==> src/rtl/rf_pkg.sv <==
// Shared register-file constants and types for the write-port logic.
// The register file is 8x16 with R0 hard-wired to zero.
package rf_pkg;

  localparam int RF_ADDR_W = 3;
  localparam int RF_DATA_W = 16;
  localparam int RF_DEPTH  = 8;
  localparam logic [RF_ADDR_W-1:0] RF_ZERO_REG = 3'd0;

  // Write-port state: IDLE means nothing is on the port, ISSUE means a write is being presented
  localparam logic [0:0] ST_IDLE  = 1'b0;
  localparam logic [0:0] ST_ISSUE = 1'b1;

  typedef struct packed {
    logic [RF_ADDR_W-1:0] dest;
    logic [RF_DATA_W-1:0] data;
  } wr_req_t;

  function automatic logic [RF_DEPTH-1:0] dest_onehot(input logic [RF_ADDR_W-1:0] dest);
    dest_onehot = '0;
    dest_onehot[dest] = 1'b1;
  endfunction

endpackage

==> src/rtl/rr_arbiter.sv <==
// Purely combinational round-robin arbiter: searches upward from ptr, modulo N,
// and returns a one-hot grant for the first active request.
module rr_arbiter #(
  parameter int N     = 3,
  parameter int PTR_W = (N > 1) ? $clog2(N) : 1
) (
  input  logic [N-1:0]     req,
  input  logic [PTR_W-1:0] ptr,
  output logic [N-1:0]     gnt
);

  logic found;

  // Outer loop walks priority order, inner loop keeps every bit select constant
  always_comb begin
    gnt   = '0;
    found = 1'b0;
    for (int k = 0; k < N; k++) begin
      for (int i = 0; i < N; i++) begin
        if (!found && req[i] && (((int'(ptr) + k) % N) == i)) begin
          gnt[i] = 1'b1;
          found  = 1'b1;
        end
      end
    end
  end

endmodule

==> src/rtl/rf_wr_arbiter.sv <==
// Shares the register-file write port among NREQ writeback requesters with
// round-robin priority; write-port outputs are registered and sampled at negedge.
module rf_wr_arbiter
  import rf_pkg::*;
#(
  parameter int NREQ  = 3,
  parameter int CNT_W = 16
) (
  input  logic                      clk,
  input  logic                      rst,
  input  logic [NREQ-1:0]           req_valid,
  input  logic [NREQ*RF_ADDR_W-1:0] req_dest,
  input  logic [NREQ*RF_DATA_W-1:0] req_data,
  output logic [NREQ-1:0]           req_ready,
  input  logic                      arb_hold,
  output logic                      rg_wrt_enable,
  output logic [RF_ADDR_W-1:0]      rg_wrt_dest,
  output logic [RF_DATA_W-1:0]      rg_wrt_data,
  output logic [RF_DEPTH-1:0]       wr_pending,
  output logic [CNT_W-1:0]          wr_count
);

  localparam int PTR_W = $clog2(NREQ);

  logic [PTR_W-1:0] rr_ptr;
  logic [PTR_W-1:0] winner;
  logic [PTR_W-1:0] next_ptr;
  logic [NREQ-1:0]  req_masked;
  logic [NREQ-1:0]  gnt;
  logic             grant_any;
  logic             commit;
  wr_req_t          granted;
  logic [0:0]       state;

  assign req_masked = arb_hold ? '0 : req_valid;

  rr_arbiter #(
    .N     (NREQ),
    .PTR_W (PTR_W)
  ) u_rr_arbiter (
    .req (req_masked),
    .ptr (rr_ptr),
    .gnt (gnt)
  );

  // Nothing may be handshaken while reset is held
  assign req_ready = rst ? gnt : '0;
  assign grant_any = |req_ready;

  always_comb begin
    winner  = '0;
    granted = '0;
    for (int i = 0; i < NREQ; i++) begin
      if (gnt[i]) begin
        winner       = PTR_W'(i);
        granted.dest = req_dest[i*RF_ADDR_W +: RF_ADDR_W];
        granted.data = req_data[i*RF_DATA_W +: RF_DATA_W];
      end
    end
  end

  assign next_ptr = (winner == PTR_W'(NREQ - 1)) ? '0 : winner + 1'b1;

  // A grant to R0 is consumed like any other but never reaches the register file
  assign commit = grant_any && (granted.dest != RF_ZERO_REG);

  always_ff @(posedge clk or negedge rst) begin
    if (!rst) begin
      state       <= ST_IDLE;
      rg_wrt_dest <= '0;
      rg_wrt_data <= '0;
      rr_ptr      <= '0;
      wr_count    <= '0;
    end else begin
      state <= commit ? ST_ISSUE : ST_IDLE;
      if (grant_any) begin
        rg_wrt_dest <= granted.dest;
        rg_wrt_data <= granted.data;
        rr_ptr      <= next_ptr;
      end
      if (commit && (wr_count != '1)) begin
        wr_count <= wr_count + 1'b1;
      end
    end
  end

  assign rg_wrt_enable = (state == ST_ISSUE);
  assign wr_pending    = rg_wrt_enable ? dest_onehot(rg_wrt_dest) : '0;

endmodule
==> config.mk <==
export PLATFORM = sky130hd
export DESIGN_NAME = rf_wr_arbiter
export DESIGN_NICKNAME = d
export VERILOG_FILES = /design/src/rtl/rf_pkg.sv /design/src/rtl/rr_arbiter.sv /design/src/rtl/rf_wr_arbiter.sv
export SDC_FILE = /design/constraint.sdc
export NUM_CORES = 1
export LEC_CHECK = 0
export CORE_MARGIN = 4
export CORE_UTILIZATION = 36
export DETAILED_ROUTE_END_ITERATION = 8
export GPL_ROUTABILITY_DRIVEN = 0
export PLACE_DENSITY = 0.78
export SLEW_MARGIN = 0
export SYNTH_ARGS = -nofsm -noshare
export SYNTH_HDL_FRONTEND = slang
export SYNTH_SLANG_ARGS = --single-unit
export TNS_END_PERCENT = 30
==> constraint.sdc <==
create_clock -name clk -period 2.9 [get_ports clk]
set_clock_uncertainty 0.05 [all_clocks]
set_input_delay 0.58 -clock clk [delete_from_list [all_inputs] [get_ports clk]]
set_output_delay 0.58 -clock clk [all_outputs]
set_load 0.01 [all_outputs]
==> reports/results.tsv, run 1 <==
stage	metric	value	unit
floorplanning	die_area	7200	um^2
route	dr.pass1.iters	4	
grt	use_met1	21.0	%
floorplanning	die_height	84.8	um
floorplanning	ios	110	
worst_setup_path	cp-end-kind	flip-flop	
sta	finalCritPeriodShare	101	%
grt	gr-total-overflow	0	
worst_setup_path	crit_type	input port to flip-flop	
pwr	ir_drop	0.000381	V
sta	finalCriticalPeriod	2.94	ns
grt	grt_use_total	18.3	%
clocking	tritoncts	done	
cells_and_area	final_area	3640	um^2
grt	grt_use_met2	33.2	%
synthesis	yosys_register_bits	38	
worst_setup_path	path_buf_inv	3	
floorplanning	row_count	27	
sta	setup_ws	-0.0409	ns
cells_and_area	nNetsFinal	419	
route	drc_errors	0	
route	vias	2262	
worst_setup_path	path_max_fanout	7	
synthesis	syn-instance-count	218	
sta	hold_slack	0.0937	ns
worst_setup_path	critical-path-top-delay-family	buffers and inverters	
floorplanning	die_w	84.8	um
clocking	clkLatencyLatePin	0.28	ns
clocking	cts_root_buf	clkbuf_8	
sta	final-hold-violation-count	0	
worst_setup_path	crit_chain	clkdlybuf4s50_1 > a21o_1 > a311oi_4 > buf_4 > a222oi_1 > nor3b_4 > buf_4 > nor3_1 > mux2_1	
sta	max_slew_margin	61.5	%
sta	tightest_slew	0.571	ns
placed_design	dp_slack	-0.239	ns
status	violations	negative setup slack	
synthesis	yosysUniqueCellTypes	38	
cells_and_area	final_cell_mix	clkdlybuf4s50_1, dfrtp_1, buf_4	
pwr	p_per_area	714	nW/um^2
sta	fmax	0.340	GHz
cells_and_area	drive_gt1_share	15.5	%
grt	grt_max_degree	40	
worst_setup_path	worst_path_most_repeated_cell	buf_4	
grt	grt_first_pass_wirelength	10700	um
cells_and_area	area_growth	71.5	%
route	drt_wl_total	6870	um
clocking	clk_pin_slew	0.07	ns
worst_setup_path	worstPathRequired	3.02	ns
synthesis	ys.flop_type	dfrtp_1	
sta	drv_slew	0	
placed_design	place_area	3450	um^2
grt	met3_usage	5.34	%
worst_setup_path	worstSetupStartpointType	input port	
flow_run	cap_violations	0	
synthesis	synth_edf_count	0	
placed_design	hpwl	5160	um
clocking	clk_path_buf_depth	2	
route	postRouteAntennaNets	0	
status	status	finished, violations left	
route	drt_iter0_markers	147	
grt	grt_pass1_vias	2269	
pwr	p_leak	0.00154	uW
sta	setup_viol	2	
clocking	cts_max_level	2	
route	routed_via_density	5.31	
floorplanning	initial_core_util	37.9	%
cells_and_area	fin_util	65.0	%
synthesis	synth_seq_area_share	44.7	%
route	routedWlPerCell	16.1	um
synthesis	synth_nets	284	
worst_setup_path	cpPeakStageDelay	0.63	ns
grt	antenna_found_initial	0	
clocking	clock_sinks	38	
cells_and_area	final_common_cell	clkdlybuf4s50_1	
synthesis	yosysWarnings	0	
floorplanning	core_area	5610	um^2
worst_hold_path	min_path_type	input port to asynchronous set/reset pin	
synthesis	syn_area_per_cell	9.75	um^2
cells_and_area	antennaDiodeCount	0	
clocking	cts_buffers	5	
synthesis	ys_async_sr_fraction	100	%
placed_design	port_buffers	109	
worst_setup_path	crit_arrival	3.06	ns
grt	busiest_layer	met2	
worst_setup_path	cpMaxStageDelayCell	clkdlybuf4s50_1	
synthesis	syn_area	2130	um^2
per-layer routing:
metal | wire length [um] | part of all wire [%]
met3 | 443 | 6.5
met2 | 3540 | 52
met5 | 0 | 0
met1 | 2780 | 41
met4 | 96 | 1.4
metrics by stage:
stage,power (uW),setup TNS [ns],cells
after floorplan,1420,0,218
after global placement,2070,-4.26,414
after detailed placement,2110,-4.87,414
after CTS,2540,0,423
after global routing,2780,-1.49,426
final,2600,-0.0625,426
Yosys cell counts (all sizes together) (5+ instances only):
cell type  number  share of area [%]
nor3           13                3.1
inv             6                1.1
nand3           7                1.6
nand2          23                4.1
nor2           20                3.5
xor2           11                4.5
a22oi           8                2.8
mux2            5                2.6
a221o          10                4.7
o21ai          10                2.4
buf             6                1.4
nand2b          7                2.1
nand4           5                1.5
a222oi          9                4.2
clkbuf          6                1.1
dfrtp          38                 45
power by group:
| group | switching [uW] | total [uW] | internal (uW) | leakage (uW) |
|---|---|---|---|---|
| registers | 126 | 799 | 674 | 0.000501 |
| logic | 656 | 1440 | 781 | 0.000996 |
| clock network | 173 | 365 | 192 | 0.0000482 |
repair_timing:
action | CTS | global route
setup buffers | 1 | 3
pin swaps | 1 | 3
resized for setup | 8 | 8
endpoints found under the setup margin | 4 | 25
hold buffers | 0 | 0
hold endpoints to repair | 0 | 0
worst paths after layout:
path | start | to | slack [ns] | depth (start not counted)
worst max-delay path | req_valid[0] | wr_count[1] | -0.04 | 9
worst min-delay path | rst | rg_wrt_data[13] | 0.09 | 1
worst max register to register | rr_ptr[1] | wr_count[1] | 0.01 | 11
worst min register to register | rg_wrt_data[2] | rg_wrt_data[2] | 0.43 | 2
max in group asynchronous | rst | wr_count[14] | 2.10 | 2
min in group clk | rg_wrt_data[2] | rg_wrt_data[2] | 0.43 | 2
area by class of cell:
cell class                 instances  area, um^2
fill                             480        1960
timing repair buffer             140        1330
multi-input combinational        162        1160
sequential                        38         951
tap                               72        90.1
clock buffer                       7        86.3
inverter                           6        22.5
clock inverter                     1        5.00
flip-flops by register name, indices dropped and copies added (netlist names):
signal,count
rg_wrt_data,16
wr_count,16
rr_ptr,2
rg_wrt_dest,3
rg_wrt_enable,1
cells by family (layout without fill, tap and decap cells):
logic type	count (synthesis)	after routing	synth area share, %
mux	6	6	3.12
xor+xnor	13	13	5.36
buf+inv	18	154	3.47
compound gates	46	46	19.1
fa+ha+maj	3	3	1.77
simple gates	94	94	22.4
flops	38	38	44.7
No activity file was read; power rests on OpenSTA's default activity.
==> run 2: changes to the inputs <==
ABC_AREA = 1   (was not set)
CORE_UTILIZATION = 39   (was 36)
PLACE_DENSITY = 0.79   (was 0.78)
==> run 2 against run 1 <==
  * The run now ends clean
  * Non-clock buffer count shrank 12
  * Register-to-register slack improved by 0.30 ns
  * Sequential power rose by 3.8%
  * Fmax increased by 8.0%
  * Routed wire length up 7.4%
  * Worst setup slack improved by 0.22 ns
  * Flip-flop and latch count unchanged
  * Clock power is 52% higher
  * First-iteration DRC count is 25% lower
  * Clock-buffer cell count down 1
  * Critical path type is now input port to output pin
  * Largest cell class is now multi-input gates
  * Largest power group unchanged
==> reports/results.tsv, run 2 <==
stage	metric	value	unit	change
floorplanning	initial_core_util	40.0	%	was 37.9%
route	wl_met2	3710	um	was 3540 um
placed_design	port_buffers	109		unchanged
clocking	cts_max_level	2		unchanged
cells_and_area	antennaDiodeCount	0		unchanged
synthesis	synth_seq_area_share	37.6	%	was 44.7%
synthesis	synth_top_family_by_area	simple AND/OR/NAND/NOR gates		unchanged
cells_and_area	final_cell_mix	nand2_1, clkdlybuf4s50_1, dfrtp_1		was clkdlybuf4s50_1, dfrtp_1, buf_4
grt	grt_max_degree	39		was 40
worst_setup_path	crit_chain	clkdlybuf4s50_1 > nand2_1 > nor2_2 > a21oi_4 > nand3_2 > nor2_2 > nand2_1 > nand2_1 > nand2_1 > inv_1 > clkdlybuf4s15_1		was clkdlybuf4s50_1 > a21o_1 > a311oi_4 > buf_4 > a222oi_1 > nor3b_4 > buf_4 > nor3_1 > mux2_1
floorplanning	die_w	88.5	um	was 84.8 um
grt	grt_use_total	19.6	%	was 18.3%
cells_and_area	area_growth	55.3	%	was 71.5%
route	wl_met1	3060	um	was 2780 um
floorplanning	die_area	7830	um^2	was 7200 um^2
clocking	clk_path_buf_depth	2		unchanged
worst_setup_path	cpMaxStageDelayCell	clkdlybuf4s50_1		unchanged
sta	fmax	0.367	GHz	was 0.340 GHz
synthesis	synth_fa_ha_area_share	1.49	%	was 1.77%
worst_setup_path	worst_path_most_repeated_cell	nand2_1		was buf_4
cells_and_area	nNetsFinal	521		was 419
synthesis	synthXorXnorAreaFrac	2.77	%	was 5.36%
sta	drv_slew	0		unchanged
synthesis	ys.flop_type	dfrtp_1		unchanged
synthesis	syn_area	2530	um^2	was 2130 um^2
synthesis	yosys_register_bits	38		unchanged
sta	max_slew_margin	65.8	%	was 61.5%
synthesis	ys_async_sr_fraction	100	%	unchanged
route	routed.top_layer	met4		unchanged
synthesis	syn_area_per_cell	7.57	um^2	was 9.75 um^2
cells_and_area	top_regs	rg_wrt_data x16, wr_count x16, rg_wrt_dest x3		unchanged
route	dr_wl_met3	496	um	was 443 um
placed_design	hpwl	5670	um	was 5160 um
pwr	p_leak	0.00174	uW	was 0.00154 uW
synthesis	yosys.area_share.simple	37.0	%	was 22.4%
clocking	cts_buffers	5		unchanged
pwr	ir_drop	0.000402	V	was 0.000381 V
route	routedWlPerCell	13.8	um	was 16.1 um
synthesis	yosysUniqueCellTypes	32		was 38
cells_and_area	final_common_cell	nand2_1		was clkdlybuf4s50_1
clocking	clkLatencyLatePin	0.29	ns	was 0.28 ns
route	postRouteAntennaNets	0		unchanged
worst_setup_path	r2r-end	wr_count[4]		was wr_count[1]
synthesis	yosysTopAreaCellShare	37.6	%	was 44.7%
route	drt_wl_total	7380	um	was 6870 um
synthesis	synth_compound_area_share	8.17	%	was 19.1%
sta	finalCritPeriodShare	93.9	%	was 101%
worst_setup_path	worstPathRequired	2.27	ns	was 3.02 ns
cells_and_area	stdcell_count	533		was 426
pwr	p_per_area	818	nW/um^2	was 714 nW/um^2
worst_setup_path	worstSetupStartpointType	input port		unchanged
sta	tightest_slew	0.509	ns	was 0.571 ns
sta	setup_ws	0.176	ns	was -0.0409 ns
sta	finalCriticalPeriod	2.72	ns	was 2.94 ns
route	drc_errors	0		unchanged
grt	grt_first_pass_wirelength	12100	um	was 10,700 um
synthesis	synth_edf_count	0		unchanged
synthesis	yosysWarnings	0		unchanged
synthesis	synth_largest_area_cell	dfrtp_1		unchanged
floorplanning	ios	110		unchanged
grt	gr-total-overflow	0		unchanged
worst_setup_path	path_max_fanout	3		was 7
worst_setup_path	crit_type	input port to output pin		was input port to flip-flop
route	vias	2725		was 2,262
grt	grt_pass1_vias	2571		was 2,269
route	drt_iter0_markers	110		was 147
synthesis	synth_nets	400		was 284
synthesis	yosys-top-cells-count	nand2_1, dfrtp_1, inv_1, nor2_1, nand3_1		was dfrtp_1, nand2_1, nor2_1, nor3_1, xor2_1
grt	antenna_found_initial	0		unchanged
placed_design	dp_slack	-0.275	ns	was -0.239 ns
clocking	tritoncts	done		unchanged
sta	rsz0062_at_grt	no		
floorplanning	row_count	29		was 27
cells_and_area	drive_gt1_share	13.2	%	was 15.5%
synthesis	syn-instance-count	334		was 218
worst_setup_path	reg2reg_slack	0.31	ns	was 0.01 ns
route	dr.pass1.iters	4		unchanged
worst_setup_path	reg2reg_depth	17		was 11
clocking	post_cts_buffers	0		was 1
placed_design	placedCellCount	525		was 414
clocking	clock_sinks	38		unchanged
worst_setup_path	crit_arrival	2.09	ns	was 3.06 ns
sta	setup_viol	0		was 2
sta	final-hold-violation-count	0		unchanged
status	status	finished clean		was finished, violations left
route	routed_via_density	5.11		was 5.31
worst_setup_path	cp-end-kind	output pin		was flip-flop
worst_setup_path	r2r-start	rr_ptr[0]		was rr_ptr[1]
clocking	cts_root_buf	clkbuf_8		unchanged
synthesis	yosysMostFrequentCell	nand2_1		was dfrtp_1
floorplanning	die_height	88.5	um	was 84.8 um
synthesis	synthTopCellsByArea	dfrtp_1, nand2_1, inv_1, nand4_1, nor2_1		was dfrtp_1, a221o_1, xor2_1, a222oi_1, nand2_1
synthesis	synth_mux_area_share	3.56	%	was 3.12%
sta	finalSetupTns	0	ns	was -0.0625 ns
worst_setup_path	cpPeakStageDelay	0.44	ns	was 0.63 ns
worst_hold_path	min_path_type	input port to asynchronous set/reset pin		unchanged
floorplanning	core_area	6310	um^2	was 5610 um^2
flow_run	cap_violations	0		unchanged
clocking	clk_pin_slew	0.07	ns	about the same
## run 2: how the worst max path moves through the flow
stage,from,to,slack (ns),cells after the start
final,req_valid[0],req_ready[2],0.18,11
after floorplan,rr_ptr[0],rg_wrt_data[10],0.68,14
after CTS,arb_hold,req_ready[1],0.003,12
after global placement,arb_hold,req_ready[1],-0.15,12
after global routing,req_valid[0],req_ready[2],0.02,11
after detailed placement,arb_hold,req_ready[1],-0.28,12
## run 2: area by class of cell
cell class                 instances  area [um^2]
fill                             550         2390
timing repair buffer             128         1250
sequential                        38          951
clock buffer                       6         82.6
inverter                          33          124
clock inverter                     2         60.1
multi-input combinational        249         1360
tap                               77         96.3
## run 2: kinds of logic after synthesis
family	after synthesis
xor+xnor	8
compound gates	22
simple gates	208
mux	8
fa+ha+maj	3
flops	38
buf+inv	47
## run 2: where the power goes
| part | switching, uW | internal, uW |
|---|---|---|
| clock | 189 | 367 |
| combinational | 931 | 898 |
| sequential | 128 | 701 |
| total | 1250 | 1970 |
## run 2: repair_timing
action	in CTS	in global routing
pin swaps	1	2
gates resized for setup	4	7
hold buffers	0	0
endpoints found under the setup margin	3	17
cloned	0	0
## run 2: metal layers
metal	track usage [%]	up-vias
li1	-	1335
met1	23.9	1272
met2	35.2	106
met3	4.10	12
met4	4.81	0
met5	0	-
## run 2: worst max-delay path: cells and delay by family
kind	cells	cell delay [ns]
simple gates	7	0.64
buf+inv	3	0.73
compound gates	1	0.16
## run 2: through the flow
step | hold WS (ns) | instance area (um^2) | utilization [%] | total power [uW]
floorplan | 0.234 | 2530 | - | 1910
global placement | 0.431 | 3760 | 59.6 | 2610
detailed placement | 0.444 | 3760 | 59.6 | 2660
CTS | 0.370 | 3900 | 61.8 | 3220
global route | 0.391 | 3930 | 62.2 | 3470
finish | 0.346 | 3930 | 62.2 | 3210
==> run 3: changes to the inputs <==
GPL_ROUTABILITY_DRIVEN = not set   (was 0)
==> results of run 3 <==
Same layout as run 2: the final DEF is identical, and so are final timing and power.
